File: src/rtl/load_store_unit.sv
// Load/store initiator for the byte-addressed data memory: decodes funct3 into
// memory strobes, rejects illegal accesses and extends load data.
module load_store_unit #(
  parameter int MEM_BYTES = 256
) (
  input  logic        clk,
  input  logic        rst,
  input  logic        req_valid,
  output logic        req_ready,
  input  logic        req_is_store,
  input  logic [2:0]  req_funct3,
  input  logic [31:0] req_addr,
  input  logic [31:0] req_wdata,
  input  logic [4:0]  req_rd,
  output logic        resp_valid,
  output logic [31:0] resp_rdata,
  output logic [4:0]  resp_rd,
  output logic        resp_fault,
  output logic [31:0] mem_addr,
  output logic        mem_read,
  output logic        mem_write,
  output logic        mem_half,
  output logic        mem_byte,
  output logic [31:0] mem_wdata,
  input  logic [31:0] mem_rdata,
  output logic [1:0]  dbg_state
);

  // Handshake: a command transfers on a rising edge where req_valid & req_ready;
  // the source holds it stable until then. resp_valid is a one-cycle pulse.
  localparam logic [1:0] IDLE   = 2'd0;
  localparam logic [1:0] ACCESS = 2'd1;
  localparam logic [1:0] WAIT   = 2'd2;
  localparam logic [1:0] RESP   = 2'd3;

  logic [1:0]  state;
  logic [2:0]  lat_funct3;
  logic        lat_is_store;
  logic [4:0]  lat_rd;

  logic [2:0]  acc_size;
  logic        bad_funct3;
  logic        misaligned;
  logic [32:0] end_addr;
  logic        out_of_range;
  logic        req_fault;
  logic [31:0] load_ext;

  assign req_ready = (state == IDLE) && !rst;
  assign dbg_state = state;

  always_comb begin
    acc_size = 3'd1;
    case (req_funct3[1:0])
      2'b01:   acc_size = 3'd2;
      2'b10:   acc_size = 3'd4;
      default: acc_size = 3'd1;
    endcase
    if (req_is_store) bad_funct3 = (req_funct3 > 3'b010);
    else              bad_funct3 = (req_funct3 inside {3'b011, 3'b110, 3'b111});
    misaligned = ((req_funct3[1:0] == 2'b01) && req_addr[0]) ||
                 ((req_funct3[1:0] == 2'b10) && (req_addr[1:0] != 2'b00));
    // 33-bit sum so addresses near 2^32 cannot wrap back into range
    end_addr     = {1'b0, req_addr} + {30'd0, acc_size};
    out_of_range = end_addr > 33'(MEM_BYTES);
    req_fault    = bad_funct3 || misaligned || out_of_range;
  end

  always_comb begin
    case (lat_funct3)
      3'b000:  load_ext = {{24{mem_rdata[7]}}, mem_rdata[7:0]};
      3'b001:  load_ext = {{16{mem_rdata[15]}}, mem_rdata[15:0]};
      default: load_ext = mem_rdata;
    endcase
  end

  always_ff @(posedge clk) begin
    if (rst) begin
      state        <= IDLE;
      lat_funct3   <= 3'd0;
      lat_is_store <= 1'b0;
      lat_rd       <= 5'd0;
      resp_valid   <= 1'b0;
      resp_rdata   <= 32'd0;
      resp_rd      <= 5'd0;
      resp_fault   <= 1'b0;
      mem_addr     <= 32'd0;
      mem_wdata    <= 32'd0;
      mem_read     <= 1'b0;
      mem_write    <= 1'b0;
      mem_half     <= 1'b0;
      mem_byte     <= 1'b0;
    end else begin
      mem_read   <= 1'b0;
      mem_write  <= 1'b0;
      mem_half   <= 1'b0;
      mem_byte   <= 1'b0;
      resp_valid <= 1'b0;
      case (state)
        IDLE: begin
          if (req_valid) begin
            lat_funct3   <= req_funct3;
            lat_is_store <= req_is_store;
            lat_rd       <= req_rd;
            mem_addr     <= req_addr;
            mem_wdata    <= req_wdata;
            if (req_fault) begin
              state      <= RESP;
              resp_valid <= 1'b1;
              resp_fault <= 1'b1;
              resp_rdata <= 32'd0;
              resp_rd    <= req_rd;
            end else begin
              state     <= ACCESS;
              mem_read  <= ~req_is_store;
              mem_write <= req_is_store;
              mem_byte  <= (req_funct3[1:0] == 2'b00);
              mem_half  <= (req_funct3[1:0] == 2'b01);
            end
          end
        end
        ACCESS: begin
          if (lat_is_store) begin
            state      <= RESP;
            resp_valid <= 1'b1;
            resp_fault <= 1'b0;
            resp_rdata <= 32'd0;
            resp_rd    <= lat_rd;
          end else begin
            state <= WAIT;
          end
        end
        WAIT: begin
          state      <= RESP;
          resp_valid <= 1'b1;
          resp_fault <= 1'b0;
          resp_rdata <= load_ext;
          resp_rd    <= lat_rd;
        end
        default: state <= IDLE;
      endcase
    end
  end

endmodule

File: config.mk
export PLATFORM = sky130hd
export DESIGN_NAME = load_store_unit
export DESIGN_NICKNAME = d
export VERILOG_FILES = /design/src/rtl/load_store_unit.sv
export SDC_FILE = /design/constraint.sdc
export NUM_CORES = 1
export LEC_CHECK = 0
export ABC_AREA = 1
export CAP_MARGIN = 20
export CORE_AREA = 5 5 106 108
export CTS_CLUSTER_DIAMETER = 120
export DETAILED_ROUTE_END_ITERATION = 10
export DIE_AREA = 0 0 111 113
export DONT_BUFFER_PORTS = 1
export PLACE_DENSITY = 0.78
export SYNTH_ARGS = -nofsm -noshare
export SYNTH_HDL_FRONTEND = slang
export SYNTH_SLANG_ARGS = --single-unit
File: constraint.sdc
create_clock -name clk -period 4.4 [get_ports clk]
set_clock_uncertainty 0.2 [all_clocks]
set_input_delay 0.88 -clock clk [delete_from_list [all_inputs] [get_ports clk]]
set_output_delay 0.88 -clock clk [all_outputs]
set_load 0.01 [all_outputs]
# After elaboration in Yosys (flattened, before gate mapping)
# Index checks and enable logic that the tools add are counted.
# classes
add_sub_neg,1
n_lt_le_gt_ge,2
eq_ne,11
mux,23
bitwise,3
reduce_logical,16
# op_table
operator,count
$mux 32,3
$pmux 32 s3,1
$pmux 32 s2,1
$add 32x3->33,1
$gt 33x9->1 const B,1
$mux 5,3
$pmux 5 s3,1
$mux 1,8
$eq 3x3->1 const B,2
$ne 2x2->1 const B,3
$pmux 1 s3,2
$pmux 2 s3,1
$pmux 3 s2,1
$reduce_bool 3->1,2
$eq 2x1->1 const B,2
$eq 2x2->1 const B,2
$logic_not 2->1,2
$mux 2,2
$reduce_and 4->1,1
$reduce_or 4->1,1
$eq 3x1->1 const B,1
$eq 3x2->1 const B,1
$gt 3x2->1 const B,1
$logic_and 1x1->1,3
6 further kinds,10
# word_totals
reg_bits,118
in_bits,108
out_inout_bits,110
elab_cells,70

# Logic depth before layout (Yosys ltp)
# depth
depth_word,8
depth_mapped,22
ltp_nobuf,22

# Least setup slack after synthesis
# No wires, ideal clock.
# synth_path
kind,in2reg
startpoint,input req_funct3[1]
endpoint,register resp_rd[0]
setup_time_ns,0.115
t_arrival_ns,3.194
t_required_ns,4.085
setup_slack_ns,0.891
cell_stages,18
n_path_buf,1
cell_sequence,inv_1 -> ha_1 -> inv_1 -> ha_1 -> fa_1 -> nand3_1 -> nand2_2 -> nand3_1 -> nor2_1 -> nor2_1 -> nor2_1 -> nor2_1 -> nand4_1 -> nor2_1 -> nand4_4 -> buf_2 -> a21oi_1 -> nor2_1
# synth_via
elab_chain_len,7
elab_cells_between_ends,18
cone_classes,add/sub: 1; order compare: 2; eq/ne: 6; mux: 2; reduce/logical: 7
# synth_rtl
element,line_no,rtl
from (decl),11,"input logic [2:0] req_funct3,"
$eq 2x2->1 (tied with other cells),"54, 62",
$pmux 3 s2 (tied with other cells),54,case (req_funct3[1:0])
$add 32x3->33 (tied with other cells),64,"end_addr = {1'b0, req_addr} + {30'd0, acc_size};"
$gt 33x9->1 / $logic_or 1x1->1 (equally long branches),"65, 66",
$logic_or 1x1->1 *,66,req_fault = bad_funct3 || misaligned || out_of_range;
$ne 2x2->1 (no source line) *,--,
$reduce_and 4->1 (no source line) *,--,
to (signal assigned),112,resp_rd <= req_rd;
to (signal assigned),128,resp_rd <= lat_rd;
to (signal assigned),138,resp_rd <= lat_rd;
to (decl),17,"output logic [4:0] resp_rd,"
# Mark *: on every way between the ends. The rest lies on a longest branch, timed or not.
# A chain may end at the register's enable or synchronous reset.

# Final worst setup path
# layout_path
startpoint,input req_funct3[1]
endpoint,register resp_rdata[15]
# layout_via
elab_chain_len,7
elab_cells_between_ends,18
cone_classes,add/sub: 1; order compare: 2; eq/ne: 6; mux: 2; reduce/logical: 7
# layout_rtl
element,line_no,rtl
$eq 2x2->1 (tied with other cells),"54, 62",
$pmux 3 s2 (tied with other cells),54,
$add 32x3->33 (tied with other cells),64,
$gt 33x9->1 / $logic_or 1x1->1 (equally long branches),"65, 66",
$logic_or 1x1->1 *,66,
$ne 2x2->1 (no source line) *,--,
$reduce_and 4->1 (no source line) *,--,
to (signal assigned),137,resp_rdata <= load_ext;
to (decl),16,"output logic [31:0] resp_rdata,"
# Marks and branches as above.

==> impl_metrics.csv <==
group,metric,value,unit
route,routed_via_density,5.580,
sta,drv_slew,0,
finish,fill_cells,899,
synthesis,ys_types,33,
sta,finalSetupViolCount,0,
clock_tree,hold_buffers,0,
run_status,outcome,"finished clean",
global_routing,grt_pass1_vias,5456,
sta,fmax,0.2840,GHz
critical_path,cp-start-kind,"input port",
clock_tree,clk_latency,0.50,ns
route,wl_per_cell,16.11,um
finish,final_layout_size_suffix_gt1_share,7.071,%
sta,tns,0,ns
die,core,10140,sq um
synthesis,synth_edf_count,0,
finish,seq_area,2362,sq um
synthesis,syn_area_per_cell,6.561,sq um
critical_path,cp.required,4.60,ns
clock_tree,cts-root-buf,"clkbuf_8",
clock_tree,cts_resized,0,
finish,syn_to_final_growth,11.59,%
die,start_util,58.05,%
clock_tree,clk_pin_slew,0.06,ns
synthesis,syn_inst,897,
die,die_x,111,um
sta,timing.final.ws_setup,0.8789,ns
route,drc_errors,0,
synthesis,ys_ff_latch,118,
min_path,hp-class,"input port to register",
sta,period_share,80.02,%
clock_tree,cts_tree,"yes",
critical_path,end_kind,"register",
power_and_ir_drop,max-vdd-ir-drop,0.0002791,V
critical_path,path_class,"input port to register",
global_routing,grt_use_total,26.09,%
die,io_pins,218,
sta,maxSlewHeadroom,47.27,%
power_and_ir_drop,p_per_area,667.2,nW/um^2
power_and_ir_drop,leakage,2.931,nW
finish,num_antenna_cells,0,
place,globalplace.congestion,0.9692,
sta,fin_crit,3.521,ns
sta,rsz0062_at_grt,"false",
route,drt_wl_total,16540,um
route,drt_iter0_markers,475,
place,dp_hpwl,12440,um
global_routing,antenna_found_initial,0,
synthesis,synthFlopType,"dfxtp_1",
critical_path,cp_max_fo,45,
finish,postLayoutCoreUtil,64.78,%
run,max_cap_viol_count,0,
finish,nets,999,
synthesis,yosysWarnings,0,
synthesis,async_flop_share,0,%
clock_tree,post_cts_buffers,0,
route,vias,5731,
synthesis,synth_nets,1018,
global_routing,grt_pass1_wl,26970,um
synthesis,syn-cell-area,5886,sq um
synthesis,ys_seq_area_share,40.14,%
clock_tree,htreeDepth,4,
route,ant_nets,0,
sta,hold_viol_final,0,
finish,multiInputGateArea,3126,sq um
global_routing,grt_max_degree,63,
clock_tree,numCtsBuffers,17,
global_routing,grt-ovfl-total,0,
route,dr.pass1.iters,5,
die,die_area,12540,sq um
die,die_h,113,um
critical_path,crit_arrival,3.72,ns
place,dp_worst_setup_slack,0.3597,ns
clock_tree,numClockSinks,118,
sta,tightest_slew,0.7910,ns
clock_tree,cts_buffer_depth,2,
power_and_ir_drop,power.total,4.382,mW
place,port_buffers,0,
die,row_count,37,
==> cell usage in the layout, fill, tap and decap left out, drive strengths merged, types with 6 or more instances in the layout <==
cell	instances
nand3b	6
nand3	56
ha	12
nand2	192
o21ai	93
dfxtp	118
nor3	6
clkbuf	20
a21oi	63
nand4	8
buf	7
inv	63
nor2	220
==> cell usage after synthesis (7+ instances only) <==
master | n | area, sq um
nand4_1 | 7 | 43.79
o21ai_0 | 92 | 460.4
nor2_1 | 214 | 803.3
a21oi_1 | 55 | 275.3
nand2_1 | 188 | 705.7
a21oi_2 | 8 | 70.07
ha_1 | 12 | 150.1
clkbuf_1 | 37 | 138.9
dfxtp_1 | 118 | 2362
inv_1 | 60 | 225.2
nand3_1 | 56 | 280.3
==> sequential cells by signal, indices dropped and copies added (netlist names), 2 cells and up <==
register / flops
mem_addr: 32
mem_wdata: 32
resp_rdata: 32
lat_rd: 5
resp_rd: 5
lat_funct3: 3
dbg_state: 2
==> metrics by stage <==
| stage | cells | area, sq um | hold slack [ns] |
|---|---|---|---|
| final | 1027 | 6568 | 0.2283 |
| after global routing | 1027 | 6568 | 0.2066 |
| after CTS | 1026 | 6553 | 0.2089 |
| after detailed placement | 994 | 5957 | 0.2683 |
| after global placement | 994 | 5957 | 0.2602 |
| after floorplan | 897 | 5886 | 0.2451 |
==> power by group <==
part | switching (mW) | total (mW) | internal, mW | leakage (nW)
Sequential | 0.381 | 1.78 | 1.39 | 0.972
Combinational | 0.776 | 1.22 | 0.442 | 1.67
Clock | 0.497 | 1.39 | 0.891 | 0.287
==> area by class of cell <==
| cell class | instances | share of cell area [%] |
|---|---|---|
| clock buffers | 20 | 6.782 |
| clock inverters | 12 | 2.286 |
| well taps | 136 | 2.591 |
| inverters | 61 | 3.486 |
| repair buffers | 7 | 1.295 |
| multi-input cells | 673 | 47.59 |
| flip-flops and latches | 118 | 35.97 |
==> cells by family (layout without fill, tap and decap cells) <==
family | after synthesis | after routing | share of synthesized area, %
adders and majority gates | 13 | 13 | 2.891
AOI/OAI and AO/OA | 161 | 161 | 14.37
xor gates and xnor gates | 5 | 5 | 0.7442
buffers and inverters | 106 | 100 | 7.015
DFF | 118 | 118 | 40.14
and+or+nand+nor | 491 | 491 | 34.33
muxes | 3 | 3 | 0.5102
==> metal layers <==
metal / vias to the layer above / global-route usage [%] / part of all wire (%)
met5: - / 0 / 0
met4: 0 / 11.82 / 3.1
met3: 39 / 8.396 / 9.6
met2: 265 / 44.46 / 49
met1: 2588 / 29.98 / 38
li1: 2839 / - / -
==> worst paths after layout <==
check	from	endpoint	slack [ns]	cells after the start
hold reg to reg	lat_funct3[0]$_SDFFE_PP0P_	lat_funct3[0]$_SDFFE_PP0P_	0.27	2
setup reg to reg	dbg_state[0]$_SDFFE_PP0N_	resp_rdata[6]$_SDFFE_PP0P_	1.81	9
hold / removal	rst	resp_rdata[2]$_SDFFE_PP0P_	0.23	1
setup / recovery	req_funct3[1]	resp_rdata[15]$_SDFFE_PP0P_	0.88	18
==> critical path: stages <==
cell	delay, ns
inv_1	0.05
ha_1	0.27
inv_1	0.04
ha_1	0.23
fa_1	0.42
nand3_1	0.11
nand2_2	0.08
nand3_1	0.16
nor2_1	0.06
nor2_1	0.08
nor2_1	0.06
nor2_1	0.10
nand4_1	0.09
nor2_1	0.26
nand4_4	0.32
buf_12	0.28
a21oi_1	0.14
nor2_1	0.06
Note: power is estimated with default switching activity, not from simulation.
==> variant (same flow settings) <==
Register the output `dbg_state` once more, without a reset; this adds one clock of latency there. The other outputs are not delayed to match.
--- a/src/rtl/load_store_unit.sv
+++ b/src/rtl/load_store_unit.sv
@@ -47,7 +47,9 @@
   logic [31:0] load_ext;
 
   assign req_ready = (state == IDLE) && !rst;
-  assign dbg_state = state;
+  always_ff @(posedge clk) begin
+    dbg_state <= state;
+  end
 
   always_comb begin
     acc_size = 3'd1;
Formal check against the unedited RTL: not equivalent (Yosys sat finds a counterexample within 4 cycles, from zero or initial values and one cycle with rst high).
==> variant against the original RTL <==
Die area stayed put; first-iteration DRC count rose by 22%; hold slack lost 0.57 ps; via count down 0.98%; non-clock buffer count rose by 1; critical path depth up 4; clock power is 10% higher; critical path type unchanged; highest routed layer unchanged; synthesized area rose by 2.7%; cell area is 2.9% higher; sequential cell count increased by 2; setup slack improved by 99 ps; power increased by 7.8%; global-route usage is essentially flat; wire length about the same.
==> variant: results (changes against the original RTL) <==
Timing
  • Headroom to the max-slew limit: 50.64% (+3.4 points)

Synth
  • Top cells by instance count after synthesis: 228 x sky130_fd_sc_hd__nor2_1, 211 x sky130_fd_sc_hd__nand2_1, 120 x sky130_fd_sc_hd__dfxtp_1
  • Post-synthesis instance total: 921 (+2.7%)
  • Adder-cell area share of the yosys netlist: 2.815% (-0.076 points)
  • Share of synthesized area spent on multiplexers: 0.1656% (-0.34 points)
  • Leading cell types by total area after synthesis: sky130_fd_sc_hd__dfxtp_1 40%, sky130_fd_sc_hd__nor2_1 14%, sky130_fd_sc_hd__nand2_1 13%, sky130_fd_sc_hd__o21ai_0 7.5%, sky130_fd_sc_hd__nand3_1 4.1%

GRT
  • Met3 Track Usage GR: 8.930% (+0.53 points)
  • Global-route wire length before repair: 26.79 mm (-0.64%)
  • Pin count of the biggest net entering global routing: 73 (+16%)
  • Vias in the first global route: 5243 (-3.9%)

Worst hold path
  • Hold path cells: 0 (-1)

Power and ir drop
  • Maximum resistive drop on vdd: 0.3016 mV (+8.1%)
  • Sequential share of power: 39.7% (-0.8 points)
  • Switching portion of total power: 38.16% (+0.42 points)
  • Clock group share of total power: 32.4% (+0.7 points)
  • Cell internal pwr: 2921 uW (+7.1%)
  • LEAKAGE: 0.003086 uW (+5.3%)

Drt
  • M1 WL: 6.834 mm (+8.5%)
  • Met3 routed wirelength: 1.563 mm (-1.6%)
  • Met2 routed wirelength: 7.650 mm (-6.0%)
  • Detailed router's first-iteration violation count: 578 (+22%)
  • Routed wire length: 16.55 mm (about the same)

Worst setup path
  • Launching point of the worst reg2reg path: state[0]$_SDFFE_PP0N_

Place
  • Post-Place Cells: 1023 (+2.9%)
  • Detailed-placement wirelength estimate: 12.11 mm (-2.7%)
  • Post-place setup slack: 489.1 ps (+129.4 ps)
  • Post-Place Cell Area: 6085 sq um (+2.1%)

Final layout
  • NumNets Final: 1028 (+2.9%)
  • Layout cells sized above 1: 9.783% (+2.7 points)
  • Post-layout instance count excluding filler cells: 1056 (+2.8%)

Run status
  • Result of the run: finished, final reports clean
[variant: cell types whose count changed after synthesis, sizes merged, moves of 2 or more]
cell / unedited run / this run
a21oi: 63 / 27
a31oi: 2 / 0
clkbuf: 37 / 32
dfxtp: 118 / 120
inv: 60 / 68
mux2i: 3 / 1
nand2: 192 / 219
nand3: 56 / 49
nand3b: 6 / 8
nand4: 8 / 6
nor2: 220 / 261
o21ai: 93 / 91
[variant: worst paths after layout]
check                                endpoint  slack [ps]
hold reg to reg          dbg_state[1]$_DFF_P_         230
setup / recovery  resp_rdata[10]$_SDFFE_PP0P_         980
setup reg to reg  resp_rdata[11]$_SDFFE_PP0P_        1970
hold / removal           dbg_state[1]$_DFF_P_         230
[variant: final cells by class]
type / count / area [sq um]
flip-flops and latches: 120 / 2402
clock buffers: 19 / 441.7
fillers: 919 / 3378
well taps: 136 / 170.2
repair buffers: 8 / 72.57
inverters: 68 / 255.2
clock inverters: 13 / 214.0
multi-input cells: 692 / 3204
